**config.mk**
```make
export PLATFORM = sky130hd
export DESIGN_NAME = play_seq_ctrl
export DESIGN_NICKNAME = d
export VERILOG_FILES = /design/src/rtl/play_seq_ctrl.sv
export SDC_FILE = /design/constraint.sdc
export NUM_CORES = 1
export LEC_CHECK = 0
export CAP_MARGIN = 20
export CORE_UTILIZATION = 30
export DETAILED_ROUTE_END_ITERATION = 7
export PLACE_DENSITY = 0.54
export SLEW_MARGIN = 20
export SYNTH_ARGS = -nofsm -noshare
export SYNTH_HDL_FRONTEND = slang
export SYNTH_SLANG_ARGS = --single-unit
```
**constraint.sdc**
```tcl
create_clock -name i_clk -period 6.15 [get_ports i_clk]
set_input_delay 1.23 -clock i_clk [delete_from_list [all_inputs] [get_ports i_clk]]
set_output_delay 1.23 -clock i_clk [all_outputs]
set_load 0.005 [all_outputs]
```
**src/rtl/play_seq_ctrl.sv**
```systemverilog
`default_nettype none
// ==================================================================
// Module  : play_seq_ctrl
// Purpose : SRAM playback sequencer for slow/fast play; feeds the
//           interpolator one sample pair per stored-sample step.
//           Define PLAY_LOOP_EN to wrap playback instead of stopping.
// Rev     : 1.0  initial release
// ==================================================================
module play_seq_ctrl #(
   parameter int ADDR_W = 20,
   parameter int RD_LAT = 1
) (
   input  logic              i_clk,
   input  logic              i_rst_n,
   input  logic              i_start,
   input  logic              i_pause,
   input  logic              i_stop,
   input  logic              i_fast,
   input  logic              i_interp,
   input  logic [3:0]        i_speed,
   input  logic [ADDR_W-1:0] i_end_addr,
   input  logic              i_sample_req,
   output logic [ADDR_W-1:0] o_sram_addr,
   output logic              o_sram_rd,
   input  logic [15:0]       i_sram_data,
   output logic [15:0]       o_data1,
   output logic [15:0]       o_data2,
   output logic [2:0]        o_count_inter,
   output logic [3:0]        o_speed,
   output logic              o_mode,
   output logic              o_load,
   output logic              o_busy,
   output logic              o_underrun,
   output logic [ADDR_W-1:0] o_cur_addr
);

   typedef enum logic [2:0] {
      S_IDLE   = 3'd0,
      S_FETCH1 = 3'd1,
      S_FETCH2 = 3'd2,
      S_PLAY   = 3'd3,
      S_PAUSED = 3'd4
   } state_t;

   localparam logic [1:0] LAT_INIT = 2'(RD_LAT);

   state_t            state_q, state_d, resume_q, resume_d, fetch_nxt;
   logic [ADDR_W-1:0] cur_addr_q, cur_addr_d, sram_addr_q, sram_addr_d;
   logic [15:0]       data1_q, data1_d, data2_q, data2_d;
   logic [2:0]        count_q, count_d;
   logic [3:0]        speed_q, speed_d, n_q, n_d;
   logic              mode_q, mode_d, fast_q, fast_d;
   logic              pending_q, pending_d, underrun_q, underrun_d;
   logic              pause_pend_q, pause_pend_d, req_sent_q, req_sent_d;
   logic              rd_q, rd_d;
   logic [1:0]        lat_q, lat_d;
   logic              load, relatch;

   logic [3:0]        spd_clamp, n_new;
   logic [ADDR_W:0]   end_ext, addr_inc, addr_fast;
   logic [ADDR_W-1:0] fetch2_addr;
   logic              outstanding, data_vld, serve;

   assign spd_clamp   = (i_speed > 4'd7) ? 4'd7 : i_speed;
   assign n_new       = 4'd8 - spd_clamp;
   assign end_ext     = {1'b0, i_end_addr};
   assign addr_inc    = {1'b0, cur_addr_q} + (ADDR_W+1)'(1);
   assign addr_fast   = {1'b0, cur_addr_q} + {{(ADDR_W-3){1'b0}}, n_q};
   assign fetch2_addr = (addr_inc > end_ext) ? i_end_addr : addr_inc[ADDR_W-1:0];
   // lat_q counts down the SRAM latency; data is on the bus when it reaches 1
   assign outstanding = rd_q | (lat_q != 2'd0);
   assign data_vld    = (lat_q == 2'd1) & req_sent_q;
   assign serve       = i_sample_req | pending_q;
   assign fetch_nxt   = (state_q == S_FETCH1) ? S_FETCH2 : S_PLAY;

`ifdef PLAY_LOOP_EN
   function automatic logic [ADDR_W:0] wrap_len(input logic [ADDR_W:0] a,
                                                input logic [ADDR_W:0] m);
      logic [ADDR_W:0] r;
      r = a;
      for (int k = 0; k < 8; k++) begin
         if (r >= m) r = r - m;
      end
      return r;
   endfunction

   logic [ADDR_W:0] addr_wrap;
   assign addr_wrap = wrap_len(addr_fast, end_ext + (ADDR_W+1)'(1));
`endif

   always_comb begin
      state_d      = state_q;
      resume_d     = resume_q;
      cur_addr_d   = cur_addr_q;
      sram_addr_d  = sram_addr_q;
      data1_d      = data1_q;
      data2_d      = data2_q;
      count_d      = count_q;
      pending_d    = pending_q;
      underrun_d   = underrun_q;
      pause_pend_d = pause_pend_q;
      req_sent_d   = req_sent_q;
      rd_d         = 1'b0;
      lat_d        = rd_q ? LAT_INIT : ((lat_q != 2'd0) ? lat_q - 2'd1 : 2'd0);
      load         = 1'b0;
      relatch      = 1'b0;

      if (i_stop) begin
         state_d      = S_IDLE;
         pending_d    = 1'b0;
         pause_pend_d = 1'b0;
         req_sent_d   = 1'b0;
      end else begin
         case (state_q)
            S_IDLE: begin
               if (i_start) begin
                  underrun_d = 1'b0;
                  if (i_end_addr != '0) begin
                     state_d    = S_FETCH1;
                     cur_addr_d = '0;
                     count_d    = 3'd0;
                     pending_d  = 1'b0;
                     relatch    = 1'b1;
                  end
               end
            end
            S_FETCH1, S_FETCH2: begin
               if (i_pause) pause_pend_d = 1'b1;
               if (i_sample_req) begin
                  if (pending_q) underrun_d = 1'b1;
                  else           pending_d  = 1'b1;
               end
               if (!req_sent_q && !outstanding) begin
                  rd_d        = 1'b1;
                  sram_addr_d = (state_q == S_FETCH1) ? cur_addr_q : fetch2_addr;
                  req_sent_d  = 1'b1;
               end
               if (data_vld) begin
                  req_sent_d = 1'b0;
                  if (state_q == S_FETCH1) data1_d = i_sram_data;
                  else                     data2_d = i_sram_data;
                  if (pause_pend_q || i_pause) begin
                     state_d      = S_PAUSED;
                     resume_d     = fetch_nxt;
                     pause_pend_d = 1'b0;
                  end else begin
                     state_d = fetch_nxt;
                  end
               end
            end
            S_PLAY: begin
               if (i_pause) begin
                  state_d  = S_PAUSED;
                  resume_d = S_PLAY;
               end else if (serve) begin
                  load      = 1'b1;
                  // a fresh request arriving while the pending one is served stays queued
                  pending_d = pending_q & i_sample_req;
                  if (fast_q) begin
                     if (addr_fast > end_ext) begin
`ifdef PLAY_LOOP_EN
                        cur_addr_d = addr_wrap[ADDR_W-1:0];
                        state_d    = S_FETCH1;
                        relatch    = 1'b1;
`else
                        state_d    = S_IDLE;
                        pending_d  = 1'b0;
`endif
                     end else begin
                        cur_addr_d = addr_fast[ADDR_W-1:0];
                        state_d    = S_FETCH1;
                        relatch    = 1'b1;
                     end
                  end else if ({1'b0, count_q} < (n_q - 4'd1)) begin
                     count_d = count_q + 3'd1;
                  end else begin
                     count_d = 3'd0;
                     if (addr_inc > end_ext) begin
`ifdef PLAY_LOOP_EN
                        cur_addr_d = '0;
                        state_d    = S_FETCH1;
                        relatch    = 1'b1;
`else
                        state_d    = S_IDLE;
                        pending_d  = 1'b0;
`endif
                     end else begin
                        cur_addr_d = addr_inc[ADDR_W-1:0];
                        data1_d    = data2_q;
                        state_d    = S_FETCH2;
                        relatch    = 1'b1;
                     end
                  end
               end
            end
            S_PAUSED: begin
               if (i_start) state_d = resume_q;
            end
            default: state_d = S_IDLE;
         endcase
      end

      speed_d = relatch ? spd_clamp : speed_q;
      n_d     = relatch ? n_new : n_q;
      mode_d  = relatch ? (i_interp & ~i_fast) : mode_q;
      fast_d  = relatch ? i_fast : fast_q;
   end

   always_ff @(posedge i_clk or negedge i_rst_n) begin
      if (!i_rst_n) begin
         state_q      <= S_IDLE;
         resume_q     <= S_PLAY;
         cur_addr_q   <= '0;
         sram_addr_q  <= '0;
         data1_q      <= '0;
         data2_q      <= '0;
         count_q      <= '0;
         speed_q      <= '0;
         n_q          <= 4'd8;
         mode_q       <= 1'b0;
         fast_q       <= 1'b0;
         pending_q    <= 1'b0;
         underrun_q   <= 1'b0;
         pause_pend_q <= 1'b0;
         req_sent_q   <= 1'b0;
         rd_q         <= 1'b0;
         lat_q        <= '0;
      end else begin
         state_q      <= state_d;
         resume_q     <= resume_d;
         cur_addr_q   <= cur_addr_d;
         sram_addr_q  <= sram_addr_d;
         data1_q      <= data1_d;
         data2_q      <= data2_d;
         count_q      <= count_d;
         speed_q      <= speed_d;
         n_q          <= n_d;
         mode_q       <= mode_d;
         fast_q       <= fast_d;
         pending_q    <= pending_d;
         underrun_q   <= underrun_d;
         pause_pend_q <= pause_pend_d;
         req_sent_q   <= req_sent_d;
         rd_q         <= rd_d;
         lat_q        <= lat_d;
      end
   end

   assign o_sram_addr   = sram_addr_q;
   assign o_sram_rd     = rd_q;
   assign o_data1       = data1_q;
   assign o_data2       = data2_q;
   assign o_count_inter = count_q;
   assign o_speed       = speed_q;
   assign o_mode        = mode_q;
   assign o_load        = load;
   assign o_busy        = (state_q != S_IDLE);
   assign o_underrun    = underrun_q;
   assign o_cur_addr    = cur_addr_q;

endmodule
`default_nettype wire

```
==> run_results.csv <==
group,metric,value,unit
clock_network,cts_hold_buf,0,
synthesis,synth-seq-cells,95,
sta,hold_violations,0,
status,status,"complete, no violations",
synthesis,avgSynthCellArea,8.49,µm²
routing,drtIter0Drc,536,
routing,top_layer,"met4",
floorplan,die_area,0.0236,mm²
worst_setup_path,path_cells,"ha_1, inv_1, fa_1, nand2b_1, a21oi_1, nand2b_1, nor2_1, nand3_1, xnor2_1, ha_1, o21a_1, o21ai_0, a32o_1, a31oi_1, nor3_2, a211oi_4, or2_1, mux2_2",
floorplan,num_rows,55,
clock_network,postCtsSetupBuffers,0,
final_layout,area_delta_synth_final,27.3,%
final_layout,nets,1020,
global_route,grt_pass1_vias,6395,
sta,timing.final.crit_share,92.0,%
job,max-cap-violations,0,
global_route,grt_pass1_wl,37600,µm
sta,setup_violations,0,
routing,dr.pass1.iters,6,
clock_network,clock_latency,0.38,ns
clock_network,tritoncts,"done",
synthesis,synth_nets,913,
routing,wl_per_cell,19.7,µm
synthesis,synthFlopType,"dfrtp_1",
final_layout,n_fill_cell,2300,
clock_network,cts_resized,0,
min_path,hp-class,"reg -> reg",
sta,tightest_slew,1.03,ns
global_route,grt_max_degree,67,
synthesis,ys_types,64,
clock_network,cts_buffer_depth,2,
routing,ant_nets,0,
final_layout,regArea,0.00238,mm²
clock_network,clk_pin_slew,0.08,ns
worst_setup_path,startpoint,"o_speed[0]",
synthesis,synthArstFlopShare,100,%
sta,slew_violations,0,
final_layout,multi_input_area,0.00414,mm²
worst_setup_path,cp_slowest_cell,"a211oi_4",
floorplan,boundaryPins,132,
placement,port-buffer-count,131,
synthesis,synth_edf_count,0,
worst_setup_path,critPathArrivalTime,5.91,ns
global_route,antenna_found_initial,0,
final_layout,utilization,38.9,%
worst_setup_path,crit_path_end_kind,"flop",
power_and_ir_drop,power.density,311,mW/mm²
final_layout,drive_above_1_share,9.29,%
routing,drc,0,
placement,routabilityCongestion,0.921,
floorplan,core_area,0.0226,mm²
placement,place_hpwl,17700,µm
global_route,grt_overflow,0,
worst_setup_path,crit_buf_inv,1,
worst_setup_path,path_max_fanout,19,
worst_setup_path,cp.required,6.41,ns
routing,vias,6515,
routing,met1_length,11700,µm
sta,rsz0062_at_grt,"false",
clock_network,cts_made_buffers,9,
worst_setup_path,max_stage_delay,0.77,ns
worst_setup_path,cp-start-kind,"flop",
power_and_ir_drop,ir_worst_vdd,0.000147,V
worst_setup_path,rr_startpoint,"o_speed[0]",
synthesis,syn_area,0.00691,mm²
routing,viasPerCell,5.38,
power_and_ir_drop,power_leakage,3.90,nW
clock_network,clock-sinks,95,
sta,fin_tns_setup,0,ns
global_route,grtUsageTotal,20.7,%
routing,routed_wl,23800,µm
sta,clock.fmax,177,MHz
sta,period_needed,5.66,ns
routing,met2_length,10100,µm
floorplan,die_height,154,µm
sta,fin_skew,0.0215,ns
worst_setup_path,r2r_slack,0.49,ns
synthesis,syn_inst,814,
synthesis,ys_warn_count,0,
clock_network,cts_root_buf,"clkbuf_16",
min_path,hold_start,"o_sram_addr[11]",
worst_setup_path,crit_type,"reg -> reg",
synthesis,ys_seq_area_share,34.4,%
clock_network,htree_levels,3,
worst_setup_path,critPathTopFamily,"compound AO/OA/AOI/OAI gates",
floorplan,die_width,154,µm
floorplan,start_util,30.5,%
final_layout,n_antenna_cell,0,
routing,dr_wl_met3,1710,µm
sta,slew_headroom,30.9,%
-- path summary, 6_finish.rpt --
path / endpoint / cells past startpoint
worst min-delay path: o_sram_addr[11] / 2
worst max-delay path: n_q[1] / 18
worst max register to register: n_q[1] / 18
worst min register to register: o_sram_addr[11] / 2
min in group asynchronous: o_sram_addr[14] / 1
max in group asynchronous: o_cur_addr[7] / 2
-- per-layer routing --
layer,up-vias,GRT usage [%]
met4,0,5.33
li1,3125,-
met1,3112,30.3
met5,-,0
met3,23,4.57
met2,255,30.3
-- synthesized netlist by cell type (3+ instances only) --
master	number	share of area, %
ha_1	50	9.1
o41ai_1	4	0.51
dfrtp_1	93	34
o211ai_1	3	0.33
buf_4	5	0.54
a31oi_1	5	0.45
xor2_1	19	2.4
a211o_1	3	0.38
or2_2	3	0.27
o2bb2ai_1	6	0.76
nand3_1	20	1.4
a21o_1	5	0.54
o31ai_1	13	1.4
nand2b_1	8	0.72
a211oi_1	10	1.1
nor2b_1	4	0.36
a221oi_1	4	0.51
nor3b_1	3	0.33
o21a_1	3	0.33
a2111oi_0	3	0.38
inv_1	39	2.1
o21bai_1	4	0.43
o21ai_0	84	6.1
or3_1	5	0.45
nand4_1	15	1.4
nand2_1	99	5.4
xnor2_1	22	2.8
nor3_1	15	1.1
a21oi_1	50	3.6
and3_1	13	1.2
mux2_2	34	5.5
buf_2	6	0.43
and4_1	4	0.51
clkbuf_1	40	2.2
mux2i_1	7	1.0
and2_1	5	0.45
nor2_1	60	3.3
nor4_1	12	1.1
-- stage by stage --
step / cell area (µm²) / hold WS (ns) / std cells / power (mW) / setup WS, ns
detailed placement: 8490 / 0.474 / 1195 / 2.15 / 0.578
finish: 8800 / 0.477 / 1211 / 2.74 / 0.493
floorplan: 6910 / 0.466 / 814 / 1.55 / 1.65
CTS: 8800 / 0.490 / 1211 / 2.76 / 0.554
global route: 8800 / 0.516 / 1211 / 2.92 / 0.181
global placement: 8490 / 0.465 / 1195 / 2.15 / 0.743
-- state kept, by name (all words and copies together), names as in the netlist --
| name | flops |
|---|---|
| o_sram_rd | 1 |
| resume_q | 1 |
| pause_pend_q | 1 |
| o_count_inter | 3 |
| o_speed | 4 |
| n_q | 3 |
| state_q | 3 |
| req_sent_q | 1 |
| pending_q | 1 |
| o_mode | 1 |
| o_sram_addr | 20 |
| lat_q | 2 |
| o_data1 | 16 |
| o_data2 | 16 |
| o_cur_addr | 20 |
| o_underrun | 1 |
| fast_q | 1 |
-- placed cells by master (no fill, tap or decap), types with 5 or more instances in the layout --
| cell | n |
|---|---|
| a211oi_1 | 9 |
| a21o_1 | 5 |
| a21oi_1 | 50 |
| a31oi_1 | 5 |
| and2_1 | 5 |
| and3_1 | 13 |
| buf_4 | 22 |
| clkbuf_16 | 9 |
| clkdlybuf4s50_1 | 130 |
| dfrtp_1 | 93 |
| ha_1 | 50 |
| inv_1 | 39 |
| mux2_2 | 34 |
| mux2i_1 | 7 |
| nand2_1 | 99 |
| nand2b_1 | 8 |
| nand3_1 | 20 |
| nand4_1 | 15 |
| nor2_1 | 60 |
| nor3_1 | 15 |
| nor4_1 | 12 |
| o21ai_0 | 84 |
| o2bb2ai_1 | 6 |
| o31ai_1 | 13 |
| or3_1 | 5 |
| xnor2_1 | 22 |
| xor2_1 | 19 |
-- cell type report --
cell class                 count  area share, %
clock buffer                   9           2.56
clock inverter                 7          0.953
inverter                      39           1.66
multi-input combinational    624           47.1
sequential                    95           27.0
tap                          285           4.05
timing repair buffer         152           16.7
-- worst register-to-register path: stages (launching register included) --
cell,delay (ns)
dfrtp_1,0.48
ha_1,0.21
inv_1,0.06
fa_1,0.39
nand2b_1,0.18
a21oi_1,0.35
nand2b_1,0.28
nor2_1,0.26
nand3_1,0.12
xnor2_1,0.18
ha_1,0.35
o21a_1,0.12
o21ai_0,0.09
a32o_1,0.22
a31oi_1,0.27
nor3_2,0.14
a211oi_4,0.77
or2_1,0.67
mux2_2,0.41
-- power by group --
part	switching, mW	internal, mW	leakage [nW]	total, mW
logic	0.576	0.588	2.48	1.16
registers	0.162	0.811	1.26	0.972
clock network	0.308	0.292	0.151	0.600
-- cell families (layout without fill, tap and decap cells) --
| logic type | Yosys count | in the layout | share of synthesized area (%) |
|---|---|---|---|
| simple gates | 279 | 279 | 19.8 |
| compound gates | 211 | 211 | 18.8 |
| flops | 95 | 95 | 34.4 |
| buf+inv | 95 | 207 | 5.78 |
| fa+ha+maj | 51 | 51 | 9.34 |
| mux | 42 | 42 | 6.72 |
| xor+xnor | 41 | 41 | 5.20 |
(Power assumes the default switching activity.)
